[src/rtl/stk_ctx_lk_if.sv]
// Command/response bundle for the shared-pool multi-context stack.
// The slave modport is the stack itself; master is the command issuer.
interface stk_ctx_lk_if #(
    parameter int ENGS_N  = 4,
    parameter int LINES_N = 16,
    parameter int DAT_W   = 128
);
    localparam int ENGID_W = (ENGS_N > 1) ? $clog2(ENGS_N) : 1;
    localparam int CNT_W   = $clog2(LINES_N + 1);

    logic               i_cmd_vld;
    logic               o_cmd_rdy;
    logic [ENGID_W-1:0] i_cmd_engid;
    logic [1:0]         i_cmd_opcode;
    logic [DAT_W-1:0]   i_cmd_dat;
    logic               o_rsp_vld;
    logic [ENGID_W-1:0] o_rsp_engid;
    logic [1:0]         o_rsp_opcode;
    logic [DAT_W-1:0]   o_rsp_dat;
    logic               o_rsp_err;
    logic [ENGS_N-1:0]  o_empty;
    logic [CNT_W-1:0]   o_free_cnt;
    logic               o_busy;

    modport slave (
        input  i_cmd_vld, i_cmd_engid, i_cmd_opcode, i_cmd_dat,
        output o_cmd_rdy, o_rsp_vld, o_rsp_engid, o_rsp_opcode, o_rsp_dat,
        output o_rsp_err, o_empty, o_free_cnt, o_busy
    );

    modport master (
        output i_cmd_vld, i_cmd_engid, i_cmd_opcode, i_cmd_dat,
        input  o_cmd_rdy, o_rsp_vld, o_rsp_engid, o_rsp_opcode, o_rsp_dat,
        input  o_rsp_err, o_empty, o_free_cnt, o_busy
    );
endinterface

[src/rtl/stk_ctx_lk.sv]
// Several LIFO contexts sharing one pool of lines; each context is a linked
// list threaded through prev[], unused lines are kept in a free-list FIFO.
module stk_ctx_lk #(
    parameter int ENGS_N  = 4,
    parameter int LINES_N = 16,
    parameter int DAT_W   = 128
) (
    input logic          clk,
    input logic          rst,
    stk_ctx_lk_if.slave  bus
);
    localparam int ENGID_W = (ENGS_N > 1) ? $clog2(ENGS_N) : 1;
    localparam int PTR_W   = $clog2(LINES_N);
    localparam int CNT_W   = $clog2(LINES_N + 1);

    localparam logic [1:0] OP_PUSH = 2'd1;
    localparam logic [1:0] OP_POP  = 2'd2;
    localparam logic [1:0] OP_INV  = 2'd3;

    typedef enum logic [1:0] {ST_INIT = 2'd0, ST_IDLE = 2'd1, ST_FLUSH = 2'd2} state_t;

    state_t             state_r, state_s;
    logic [DAT_W-1:0]   data_r   [LINES_N];
    logic [PTR_W-1:0]   prev_r   [LINES_N];
    logic [PTR_W-1:0]   fl_mem_r [LINES_N];
    logic [PTR_W-1:0]   head_r   [ENGS_N];
    logic [CNT_W-1:0]   cnt_r    [ENGS_N];
    logic [ENGS_N-1:0]  empty_r;
    logic [PTR_W-1:0]   fl_rd_r, fl_wr_r;
    logic [CNT_W-1:0]   fl_cnt_r;
    logic [ENGID_W-1:0] flush_eng_r, flush_eng_s, eng_s;
    logic [PTR_W-1:0]   head_cur_s, new_line_s;
    logic [CNT_W-1:0]   cnt_cur_s;
    logic               cmd_acc_s, init_wr_s, do_push_s, do_pop_s;
    logic               rsp_vld_s, rsp_err_s;
    logic [1:0]         rsp_op_s;
    logic [DAT_W-1:0]   rsp_dat_s;
    logic               rsp_vld_r, rsp_err_r;
    logic [1:0]         rsp_op_r;
    logic [ENGID_W-1:0] rsp_eng_r;
    logic [DAT_W-1:0]   rsp_dat_r;

    assign cmd_acc_s  = bus.i_cmd_vld && (state_r == ST_IDLE);
    assign init_wr_s  = (state_r == ST_INIT);
    assign eng_s      = (state_r == ST_FLUSH) ? flush_eng_r : bus.i_cmd_engid;
    assign head_cur_s = head_r[eng_s];
    assign cnt_cur_s  = cnt_r[eng_s];
    assign new_line_s = fl_mem_r[fl_rd_r];

    // Next-state decode and per-cycle pool operation select
    always_comb begin
        state_s     = state_r;
        flush_eng_s = flush_eng_r;
        do_push_s   = 1'b0;
        do_pop_s    = 1'b0;
        rsp_vld_s   = 1'b0;
        rsp_err_s   = 1'b0;
        rsp_op_s    = 2'd0;
        rsp_dat_s   = '0;
        case (state_r)
            ST_INIT: begin
                if (fl_cnt_r == CNT_W'(LINES_N - 1)) state_s = ST_IDLE;
                else                                 state_s = ST_INIT;
            end
            ST_IDLE: begin
                if (cmd_acc_s) begin
                    rsp_vld_s = 1'b1;
                    rsp_op_s  = bus.i_cmd_opcode;
                    case (bus.i_cmd_opcode)
                        OP_PUSH: begin
                            if (fl_cnt_r != '0) do_push_s = 1'b1;
                            else                rsp_err_s = 1'b1;
                        end
                        OP_POP: begin
                            if (cnt_cur_s != '0) begin
                                do_pop_s  = 1'b1;
                                rsp_dat_s = data_r[head_cur_s];
                            end else begin
                                rsp_err_s = 1'b1;
                            end
                        end
                        OP_INV: begin
                            // Non-empty flush answers during its last cycle, one step early
                            if (cnt_cur_s != '0) begin
                                state_s     = ST_FLUSH;
                                flush_eng_s = bus.i_cmd_engid;
                                rsp_vld_s   = (cnt_cur_s == CNT_W'(1));
                            end else begin
                                rsp_vld_s   = 1'b1;
                            end
                        end
                        default: rsp_err_s = 1'b0;
                    endcase
                end else begin
                    rsp_vld_s = 1'b0;
                end
            end
            ST_FLUSH: begin
                do_pop_s  = (cnt_cur_s != '0);
                rsp_op_s  = OP_INV;
                rsp_vld_s = (cnt_cur_s == CNT_W'(2));
                if (cnt_cur_s <= CNT_W'(1)) state_s = ST_IDLE;
                else                        state_s = ST_FLUSH;
            end
            default: state_s = ST_INIT;
        endcase
    end

    // Control state, per-context bookkeeping, free-list pointers and response
    always_ff @(posedge clk) begin
        if (rst) begin
            state_r     <= ST_INIT;
            flush_eng_r <= '0;
            fl_rd_r     <= '0;
            fl_wr_r     <= '0;
            fl_cnt_r    <= '0;
            empty_r     <= '1;
            rsp_vld_r   <= 1'b0;
            rsp_err_r   <= 1'b0;
            rsp_op_r    <= 2'd0;
            rsp_eng_r   <= '0;
            rsp_dat_r   <= '0;
            for (int i = 0; i < ENGS_N; i++) begin
                head_r[i] <= '0;
                cnt_r[i]  <= '0;
            end
        end else begin
            state_r     <= state_s;
            flush_eng_r <= flush_eng_s;
            rsp_vld_r   <= rsp_vld_s;
            rsp_err_r   <= rsp_vld_s & rsp_err_s;
            rsp_op_r    <= rsp_vld_s ? rsp_op_s : 2'd0;
            rsp_eng_r   <= rsp_vld_s ? eng_s : '0;
            rsp_dat_r   <= rsp_vld_s ? rsp_dat_s : '0;
            if (init_wr_s || do_pop_s) begin
                fl_wr_r  <= fl_wr_r + PTR_W'(1);
                fl_cnt_r <= fl_cnt_r + CNT_W'(1);
            end else if (do_push_s) begin
                fl_rd_r  <= fl_rd_r + PTR_W'(1);
                fl_cnt_r <= fl_cnt_r - CNT_W'(1);
            end
            if (do_push_s) begin
                head_r[eng_s]  <= new_line_s;
                cnt_r[eng_s]   <= cnt_cur_s + CNT_W'(1);
                empty_r[eng_s] <= 1'b0;
            end else if (do_pop_s) begin
                head_r[eng_s]  <= prev_r[head_cur_s];
                cnt_r[eng_s]   <= cnt_cur_s - CNT_W'(1);
                empty_r[eng_s] <= (cnt_cur_s == CNT_W'(1));
            end
        end
    end

    // Storage arrays carry no reset; INIT rebuilds the free list from scratch
    always_ff @(posedge clk) begin
        if (init_wr_s)     fl_mem_r[fl_wr_r] <= fl_wr_r;
        else if (do_pop_s) fl_mem_r[fl_wr_r] <= head_cur_s;
        if (do_push_s) begin
            data_r[new_line_s] <= bus.i_cmd_dat;
            prev_r[new_line_s] <= head_cur_s;
        end
    end

    assign bus.o_cmd_rdy    = (state_r == ST_IDLE);
    assign bus.o_busy       = (state_r == ST_INIT) || (state_r == ST_FLUSH);
    assign bus.o_empty      = empty_r;
    assign bus.o_free_cnt   = fl_cnt_r;
    assign bus.o_rsp_vld    = rsp_vld_r;
    assign bus.o_rsp_err    = rsp_err_r;
    assign bus.o_rsp_opcode = rsp_op_r;
    assign bus.o_rsp_engid  = rsp_eng_r;
    assign bus.o_rsp_dat    = rsp_dat_r;
endmodule

[src/flat_wrapper.sv]
// flat-port wrapper written by rule: the top's interface ports become plain ports
module stk_ctx_lk_flat 
#(
    parameter int ENGS_N  = 4,
    parameter int LINES_N = 16,
    parameter int DAT_W   = 128
)
  (clk, rst, bus_i_cmd_vld, bus_i_cmd_engid, bus_i_cmd_opcode, bus_i_cmd_dat, bus_o_cmd_rdy, bus_o_rsp_vld, bus_o_rsp_engid, bus_o_rsp_opcode, bus_o_rsp_dat, bus_o_rsp_err, bus_o_empty, bus_o_free_cnt, bus_o_busy);
  stk_ctx_lk_if #(.ENGS_N(ENGS_N), .LINES_N(LINES_N), .DAT_W(DAT_W)) bus_i ();
  input logic clk;
  input logic rst;
  input wire logic [$bits(bus_i.i_cmd_vld)-1:0] bus_i_cmd_vld;
  input wire logic [$bits(bus_i.i_cmd_engid)-1:0] bus_i_cmd_engid;
  input wire logic [$bits(bus_i.i_cmd_opcode)-1:0] bus_i_cmd_opcode;
  input wire logic [$bits(bus_i.i_cmd_dat)-1:0] bus_i_cmd_dat;
  output wire logic [$bits(bus_i.o_cmd_rdy)-1:0] bus_o_cmd_rdy;
  output wire logic [$bits(bus_i.o_rsp_vld)-1:0] bus_o_rsp_vld;
  output wire logic [$bits(bus_i.o_rsp_engid)-1:0] bus_o_rsp_engid;
  output wire logic [$bits(bus_i.o_rsp_opcode)-1:0] bus_o_rsp_opcode;
  output wire logic [$bits(bus_i.o_rsp_dat)-1:0] bus_o_rsp_dat;
  output wire logic [$bits(bus_i.o_rsp_err)-1:0] bus_o_rsp_err;
  output wire logic [$bits(bus_i.o_empty)-1:0] bus_o_empty;
  output wire logic [$bits(bus_i.o_free_cnt)-1:0] bus_o_free_cnt;
  output wire logic [$bits(bus_i.o_busy)-1:0] bus_o_busy;
  assign bus_i.i_cmd_vld = bus_i_cmd_vld;
  assign bus_i.i_cmd_engid = bus_i_cmd_engid;
  assign bus_i.i_cmd_opcode = bus_i_cmd_opcode;
  assign bus_i.i_cmd_dat = bus_i_cmd_dat;
  assign bus_o_cmd_rdy = bus_i.o_cmd_rdy;
  assign bus_o_rsp_vld = bus_i.o_rsp_vld;
  assign bus_o_rsp_engid = bus_i.o_rsp_engid;
  assign bus_o_rsp_opcode = bus_i.o_rsp_opcode;
  assign bus_o_rsp_dat = bus_i.o_rsp_dat;
  assign bus_o_rsp_err = bus_i.o_rsp_err;
  assign bus_o_empty = bus_i.o_empty;
  assign bus_o_free_cnt = bus_i.o_free_cnt;
  assign bus_o_busy = bus_i.o_busy;
  stk_ctx_lk #(.ENGS_N(ENGS_N), .LINES_N(LINES_N), .DAT_W(DAT_W)) u_core (.clk(clk), .rst(rst), .bus(bus_i));
endmodule
[config.mk]
export PLATFORM = sky130hd
export DESIGN_NAME = stk_ctx_lk_flat
export DESIGN_NICKNAME = d
export VERILOG_FILES = /design/src/rtl/stk_ctx_lk_if.sv /design/src/rtl/stk_ctx_lk.sv /design/src/flat_wrapper.sv
export SDC_FILE = /design/constraint.sdc
export NUM_CORES = 2
export LEC_CHECK = 0
export ABC_CLOCK_PERIOD_IN_PS = 13500
export CAP_MARGIN = 20
export CORE_ASPECT_RATIO = 0.7
export CORE_MARGIN = 2
export CORE_UTILIZATION = 60
export DETAILED_ROUTE_END_ITERATION = 7
export PLACE_DENSITY = 0.76
export SYNTH_ARGS = -nofsm -noshare
export SYNTH_HDL_FRONTEND = slang
export SYNTH_SLANG_ARGS = --single-unit
[constraint.sdc]
create_clock -name clk -period 13.5 [get_ports clk]
set_input_delay 2.7 -clock clk [delete_from_list [all_inputs] [get_ports clk]]
set_output_delay 2.7 -clock clk [all_outputs]
set_load 0.01 [all_outputs]
# --- Yosys cells after proc, flatten, opt, wreduce, memory -nomap -nowiden ---
# Memories as Yosys holds them, arrays and structs flattened. A register that Yosys moved wholly into a read port is not among the register bits.
# Cells that the tools add are included.
classes:
  magnitude_cmp: 3
  reduce_logical: 16
  mux: 58
  n_addsub: 6
  bitwise: 12
  eq_ne: 11
op_table:
  columns: ["operator", "count"]
  rows:
  - ["2-to-1 mux 1 bit", 32]
  - ["2-to-1 mux 4 bit", 7]
  - ["2-to-1 mux 5 bit", 4]
  - ["2-to-1 mux 2 bit", 8]
  - ["adder 5 x 1 -> 5 bit, second input constant", 2]
  - ["nonzero test 5 bit", 2]
  - ["subtractor 5 x 1 -> 5 bit, second input constant", 2]
  - ["adder 4 x 1 -> 4 bit, second input constant", 2]
  - ["== test 2 bit, second input constant", 3]
  - ["!= test 2 x 1 -> 1 bit, second input constant", 3]
  - ["inverter 1 bit", 6]
  - ["one-hot mux 1 bit (2 select lines)", 3]
  - ["one-hot mux 2 bit (3 select lines)", 1]
  - ["OR reduction 6 bit", 1]
  - ["== test 5 x 1 -> 1 bit, second input constant", 1]
  - ["== test 5 x 2 -> 1 bit, second input constant", 1]
  - ["== test 5 x 4 -> 1 bit, second input constant", 1]
  - ["less-or-equal comparator 5 x 1 -> 1 bit, second input constant", 1]
  - ["OR reduction 5 bit", 1]
  - ["AND 4 bit", 1]
  - ["bitwise mux 4 bit", 1]
  - ["== test 2 x 1 -> 1 bit, second input constant", 2]
  - ["inverter 4 bit", 1]
  - ["one-hot mux 2 bit (2 select lines)", 1]
  - ["other kinds (14)", 19]
totals:
  ramBits: 2212
  n_memories: 5
  register_bits: 27
  elab_cells: 121
memory_table:
  columns: ["name", "words", "width", "read_ports", "rd_ports_with_merged_regs", "write_ports", "line_no", "text"]
  rows:
  - ["u_core.data_r", 16, 128, 1, 1, 1, "stk_ctx_lk.sv:23", "logic [DAT_W-1:0] data_r [LINES_N];"]
  - ["u_core.fl_mem_r", 16, 4, 1, 1, 1, "stk_ctx_lk.sv:25", "logic [PTR_W-1:0] fl_mem_r [LINES_N];"]
  - ["u_core.prev_r", 16, 4, 1, 0, 1, "stk_ctx_lk.sv:24", "logic [PTR_W-1:0] prev_r [LINES_N];"]
  - ["u_core.cnt_r", 4, 5, 1, 0, 4, "stk_ctx_lk.sv:27", "logic [CNT_W-1:0] cnt_r [ENGS_N];"]
  - ["u_core.head_r", 4, 4, 1, 0, 4, "stk_ctx_lk.sv:26", "logic [PTR_W-1:0] head_r [ENGS_N];"]

# --- Depth between registers and ports, before layout ---
# An unclocked memory read counts as a cell.
logic_depth:
  depth_word: 15
  mapped_depth: 18
  mapped_depth_nobuf: 15

# --- Worst setup path after synthesis ---
# Ideal clock, no wire load.
synth_path:
  path_type: "input to register"
  from: "in bus_i_cmd_opcode[1]"
  to: "mem u_core.data_r[5][0] (enable)"
  t_arrival_ns: 9.347
  setup_ns: 0.624
  path_slack_ns: 3.528
  required_ns: 12.876
  stages: 7
  path_cell_list: "inv_1 ha_1 nand3_1 a21oi_1 nand2_1 or2_2 nor2_1"
synth_via:
  elab_chain_cells: 6
synth_rtl:
  columns: ["item", "line_no", "text"]
  rows:
  - ["from (decl)", "flat_wrapper.sv:14", "input wire logic [$bits(bus_i.i_cmd_opcode)-1:0] bus_i_cmd_opcode;"]
  - ["== test 2 x 1 -> 1 bit", "stk_ctx_lk.sv:69", "case (bus.i_cmd_opcode)"]
  - ["2-to-1 mux 1 bit", "stk_ctx_lk.sv:69", null]
  - ["2-to-1 mux 1 bit", "stk_ctx_lk.sv:66", "if (cmd_acc_s) begin"]
  - ["2-to-1 mux 1 bit", "stk_ctx_lk.sv:60", "case (state_r)"]
  - ["2-to-1 mux 1 bit", "stk_ctx_lk.sv:158", "if (do_push_s) begin"]
  - ["2-to-1 mux 1 bit (implied by the code)", "stk_ctx_lk.sv:159", "data_r[new_line_s] <= bus.i_cmd_dat;"]
  - ["to (decl)", "stk_ctx_lk.sv:23", null]
# Every way passes these cells.

# --- Worst setup path in the final report ---
layout_path:
  from: "in bus_i_cmd_engid[1]"
  to: "reg u_core.rsp_dat_r[16] (netlist: u_core.bus.o_rsp_dat[16])"
layout_via:
  elab_chain_cells: 9
  word_cells_on_any_way: 13
  cone_classes: "eq/ne (2); mux (5); bitwise (2); reduce/logical (2); memory (2)"
layout_rtl:
  columns: ["item", "line_no", "text"]
  rows:
  - ["from (decl)", "flat_wrapper.sv:13", "input wire logic [$bits(bus_i.i_cmd_engid)-1:0] bus_i_cmd_engid;"]
  - ["2-to-1 mux 2 bit *", "stk_ctx_lk.sv:45", "assign eng_s = (state_r == ST_FLUSH) ? flush_eng_r : bus.i_cmd_engid;"]
  - ["memory read (4 x 5 bit)", null, null]
  - ["== test 5 x 1 -> 1 bit or nonzero test 5 bit (tied branches)", "stk_ctx_lk.sv:87, stk_ctx_lk.sv:75, stk_ctx_lk.sv:84", null]
  - ["2-to-1 mux 1 bit", "stk_ctx_lk.sv:84", "if (cnt_cur_s != '0) begin"]
  - ["2-to-1 mux 1 bit", "stk_ctx_lk.sv:69", null]
  - ["2-to-1 mux 1 bit", "stk_ctx_lk.sv:66", null]
  - ["one-hot mux 1 bit (2 select lines)", "stk_ctx_lk.sv:60", null]
  - ["inverter 1 bit (no source line)", null, null]
  - ["OR reduction 6 bit (no source line)", null, null]
  - ["to (signal assigned)", "stk_ctx_lk.sv:134", "rsp_dat_r <= rsp_vld_s ? rsp_dat_s : '0;"]
  - ["to (decl)", "stk_ctx_lk.sv:41", "logic [DAT_W-1:0] rsp_dat_r;"]
# Mark *: on every way between the ends. The rest lies on a longest branch, timed or not.
# A chain may end at the register's enable or synchronous reset.

==> impl_metrics.sql <==
INSERT INTO impl_metrics (metric_group, metric, value, unit) VALUES
('sta', 'final_hold_viol_count', '0', ''),
('critical_path', 'worst_ep_arrival_time', '8110', 'ps'),
('cts', 'tritoncts_num_sinks', '2371', ''),
('yosys', 'synthDistinctLibCells', '63', ''),
('power_and_ir_drop', 'p_comb_share', '6.3', '%'),
('cts', 'post_cts.resized_instances', '0', ''),
('yosys', 'syn-mean-instance-area', '14.7', 'um2'),
('cells_and_area', 'finalNetCount', '6546', ''),
('global_route', 'groute.usage.overall', '27.7', '%'),
('critical_path', 'timing.setup.critical_path_class', 'input port to register', ''),
('detailed_routing', 'drtPass1Iterations', '6', ''),
('yosys', 'ys_top_cells_by_area', 'edfxtp_1, a211oi_1, nand2_1', ''),
('power_and_ir_drop', 'share_seq_of_total_power', '53.9', '%'),
('sta', 'worst_slew_margin_rel', '22.5', '%'),
('critical_path', 'kind_of_launch_point_of_the_worst_setup_path', 'input port', ''),
('global_route', 'global_route_overflow', '0', ''),
('global_route', 'first_global_vias', '52500', ''),
('cts', 'clock_tree_from_tritoncts', 'done', ''),
('detailed_routing', 'drc', '0', ''),
('min_path', 'holdPathStages', '1', ''),
('cts', 'cts_buffers', '206', ''),
('placement', 'dp_worst_setup_slack', '5470', 'ps'),
('power_and_ir_drop', 'power.leakage', '0.0327', 'uW'),
('sta', 'grt_setup_unrepaired', 'false', ''),
('critical_path', 'required', '14200', 'ps'),
('yosys', 'proportion_of_synthesized_chip_area_in_sequential_cells', '75.3', '%'),
('sta', 'fmax', '135', 'MHz'),
('sta', 'finalMaxSlewViolations', '0', ''),
('cells_and_area', 'layout_stage_area_growth_over_the_synthesis_result', '12.1', '%'),
('power_and_ir_drop', 'power.switching_fraction', '21.8', '%'),
('cells_and_area', 'area_of_the_multi_input_gates', '20900', 'um2'),
('cts', 'cts.path.max_buffers', '3', ''),
('sta', 'fin_skew', '26.6', 'ps'),
('detailed_routing', 'vias', '54900', ''),
('cts', 'worst_skew_pair.late_latency', '850', 'ps'),
('cells_and_area', 'final_layout_size_suffix_gt1_share', '7.14', '%'),
('placement', 'hpwl', '105000', 'um'),
('floorplanning', 'pin_count', '280', ''),
('sta', 'hold_slack', '506', 'ps'),
('critical_path', 'timing.critical_path.fanout_max', '266', ''),
('cts', 'cts.clk_slew.worst_paths', '70', 'ps'),
('cts', 'cts_root_buffer', 'clkbuf_16', ''),
('yosys', 'count_of_flip_flops_with_a_built_in_enable_after_synthesis', '2212', ''),
('floorplanning', 'core', '153000', 'um2'),
('sta', 'setup_ws', '6090', 'ps'),
('floorplanning', 'die_x', '473', 'um'),
('run_status', 'outcome', 'complete, no violations', ''),
('power_and_ir_drop', 'cellPowerDensity', '144', 'nW/um2'),
('power_and_ir_drop', 'total_power', '14900', 'uW'),
('cells_and_area', 'fillers', '10000', ''),
('power_and_ir_drop', 'clock_power_share', '39.8', '%'),
('placement', 'gp_congestion', '0.805', ''),
('yosys', 'synthCells', '6292', ''),
('detailed_routing', 'detailedRoute.firstIterationViolations', '6624', ''),
('yosys', 'postSynth.topFlopCell', 'edfxtp_1', ''),
('sta', 'finalSetupTns', '0', 'ps'),
('cts', 'cts.repair_timing.setup_buffer_count', '0', ''),
('sta', 'setup-violations-final', '0', ''),
('yosys', 'synth.cells.most_frequent', 'edfxtp_1, nand2_1, a211oi_1, nor2b_1, clkbuf_1', ''),
('min_path', 'worstHoldPathType', 'register to register', ''),
('sta', 'post-route-period-util', '54.9', '%'),
('yosys', 'async_set_or_reset_flop_fraction_in_the_synthesized_netlist', '0', '%'),
('floorplanning', 'floorplan.rows', '120', ''),
('global_route', 'wire_length_of_the_first_global_routing_pass', '329000', 'um'),
('yosys', 'post-synth-top-count-cell', 'edfxtp_1', ''),
('detailed_routing', 'finalWirelength', '221000', 'um'),
('detailed_routing', 'ant_nets', '0', ''),
('floorplanning', 'die_h', '332', 'um'),
('floorplanning', 'die-area', '157000', 'um2'),
('cts', 'h-tree-depth', '4', ''),
('cts', 'holdBufCountCts', '0', '');
worst max-delay path: stages:
cell	delay [ps]
clkdlybuf4s50_1	520
mux2i_1	330
mux2_8	560
inv_8	700
buf_12	810
buf_4	960
nor2b_1	120
a211oi_1	350
a311oi_1	120
a211oi_1	290
nor3_1	80
layer usage:
| metal | GRT usage, % | share of wire, % |
|---|---|---|
| met5 | 0 | 0.093 |
| met4 | 8.57 | 2.3 |
| met3 | 5.01 | 8.8 |
| met2 | 44.4 | 48 |
| met1 | 39.1 | 40 |
registers in the layout, summed over array words and instances (netlist names), named ones only:
register / flops
u_core.state_r: 2
u_core.bus.o_rsp_opcode: 2
u_core.bus.o_rsp_dat: 128
u_core.bus.o_rsp_vld: 1
u_core.bus.o_rsp_err: 1
u_core.head_r: 16
u_core.bus.o_rsp_engid: 2
u_core.fl_rd_r: 4
u_core.bus.o_empty: 4
u_core.fl_wr_r: 4
u_core.cnt_r: 20
u_core.prev_r: 64
u_core.flush_eng_r: 2
u_core.bus.o_free_cnt: 5
u_core.fl_mem_r: 64
u_core.data_r: 2048
placed cells by master (no fill, tap or decap), types with 6 or more instances in the layout:
cell type	n
edfxtp_1	2212
nand2_1	1120
a211oi_1	786
nor2b_1	513
clkdlybuf4s50_1	279
a31oi_1	259
a311oi_1	257
clkbuf_16	211
dfxtp_1	159
nor3_1	145
nor2_1	78
buf_4	74
clkbuf_1	49
mux2i_1	42
clkinv_2	40
inv_1	30
clkinv_1	30
mux4_2	26
clkbuf_8	26
nor4_1	21
ha_1	18
and3_1	17
bufinv_16	17
nor2_4	16
buf_12	14
o21ai_0	11
diode_2	9
xnor2_1	9
or2_2	9
a21oi_1	8
nand2b_1	8
nand3_1	6
worst paths after layout:
kind,startpoint,end,slack [ps]
setup / recovery,bus_i_cmd_engid[1],u_core.bus.o_rsp_dat[16],6090
hold / removal,u_core.bus.o_empty[1],u_core.bus.o_empty[1],510
setup reg to reg,u_core.state_r[0],u_core.bus.o_rsp_dat[16],7230
hold reg to reg,u_core.bus.o_empty[1],u_core.bus.o_empty[1],510
layout make-up:
type	count	share of cell area, %
Clock buffer	286	5.62
Tap cell	2013	2.43
Antenna cell	9	0.0217
Clock inverter	102	0.982
Sequential cell	2371	67.2
Multi-Input combinational cell	3415	20.1
Timing Repair Buffer	367	3.50
Inverter	32	0.130
power by group through the flow:
stage / Clock (uW) / Combinational (uW) / Sequential, uW
after detailed placement: 0 / 924 / 8200
after CTS: 6010 / 932 / 8040
after global routing: 6280 / 1030 / 8040
after floorplan: 0 / 628 / 8200
final: 5940 / 940 / 8040
after global placement: 0 / 894 / 8200
through the flow:
stage / util, % / instances / area [um2]
after floorplan: - / 6292 / 92500
after global placement: 63.2 / 8196 / 96700
after detailed placement: 63.2 / 8196 / 96700
after CTS: 67.7 / 8584 / 104000
after global routing: 67.7 / 8594 / 104000
final: 67.7 / 8595 / 104000
cells by family (layout without fill, tap and decap cells):
| group | count (synthesis) | count (layout) | synth area share [%] |
|---|---|---|---|
| flops | 2371 | 2371 | 75.3 |
| buf+inv | 506 | 787 | 2.33 |
| mux | 80 | 80 | 1.29 |
| other cells | 0 | 9 | 0 |
| fa+ha+maj | 18 | 18 | 0.244 |
| xor+xnor | 14 | 14 | 0.133 |
| simple gates | 1956 | 1956 | 9.80 |
| compound gates | 1347 | 1347 | 10.9 |
No activity file was read; power rests on OpenSTA's default activity.
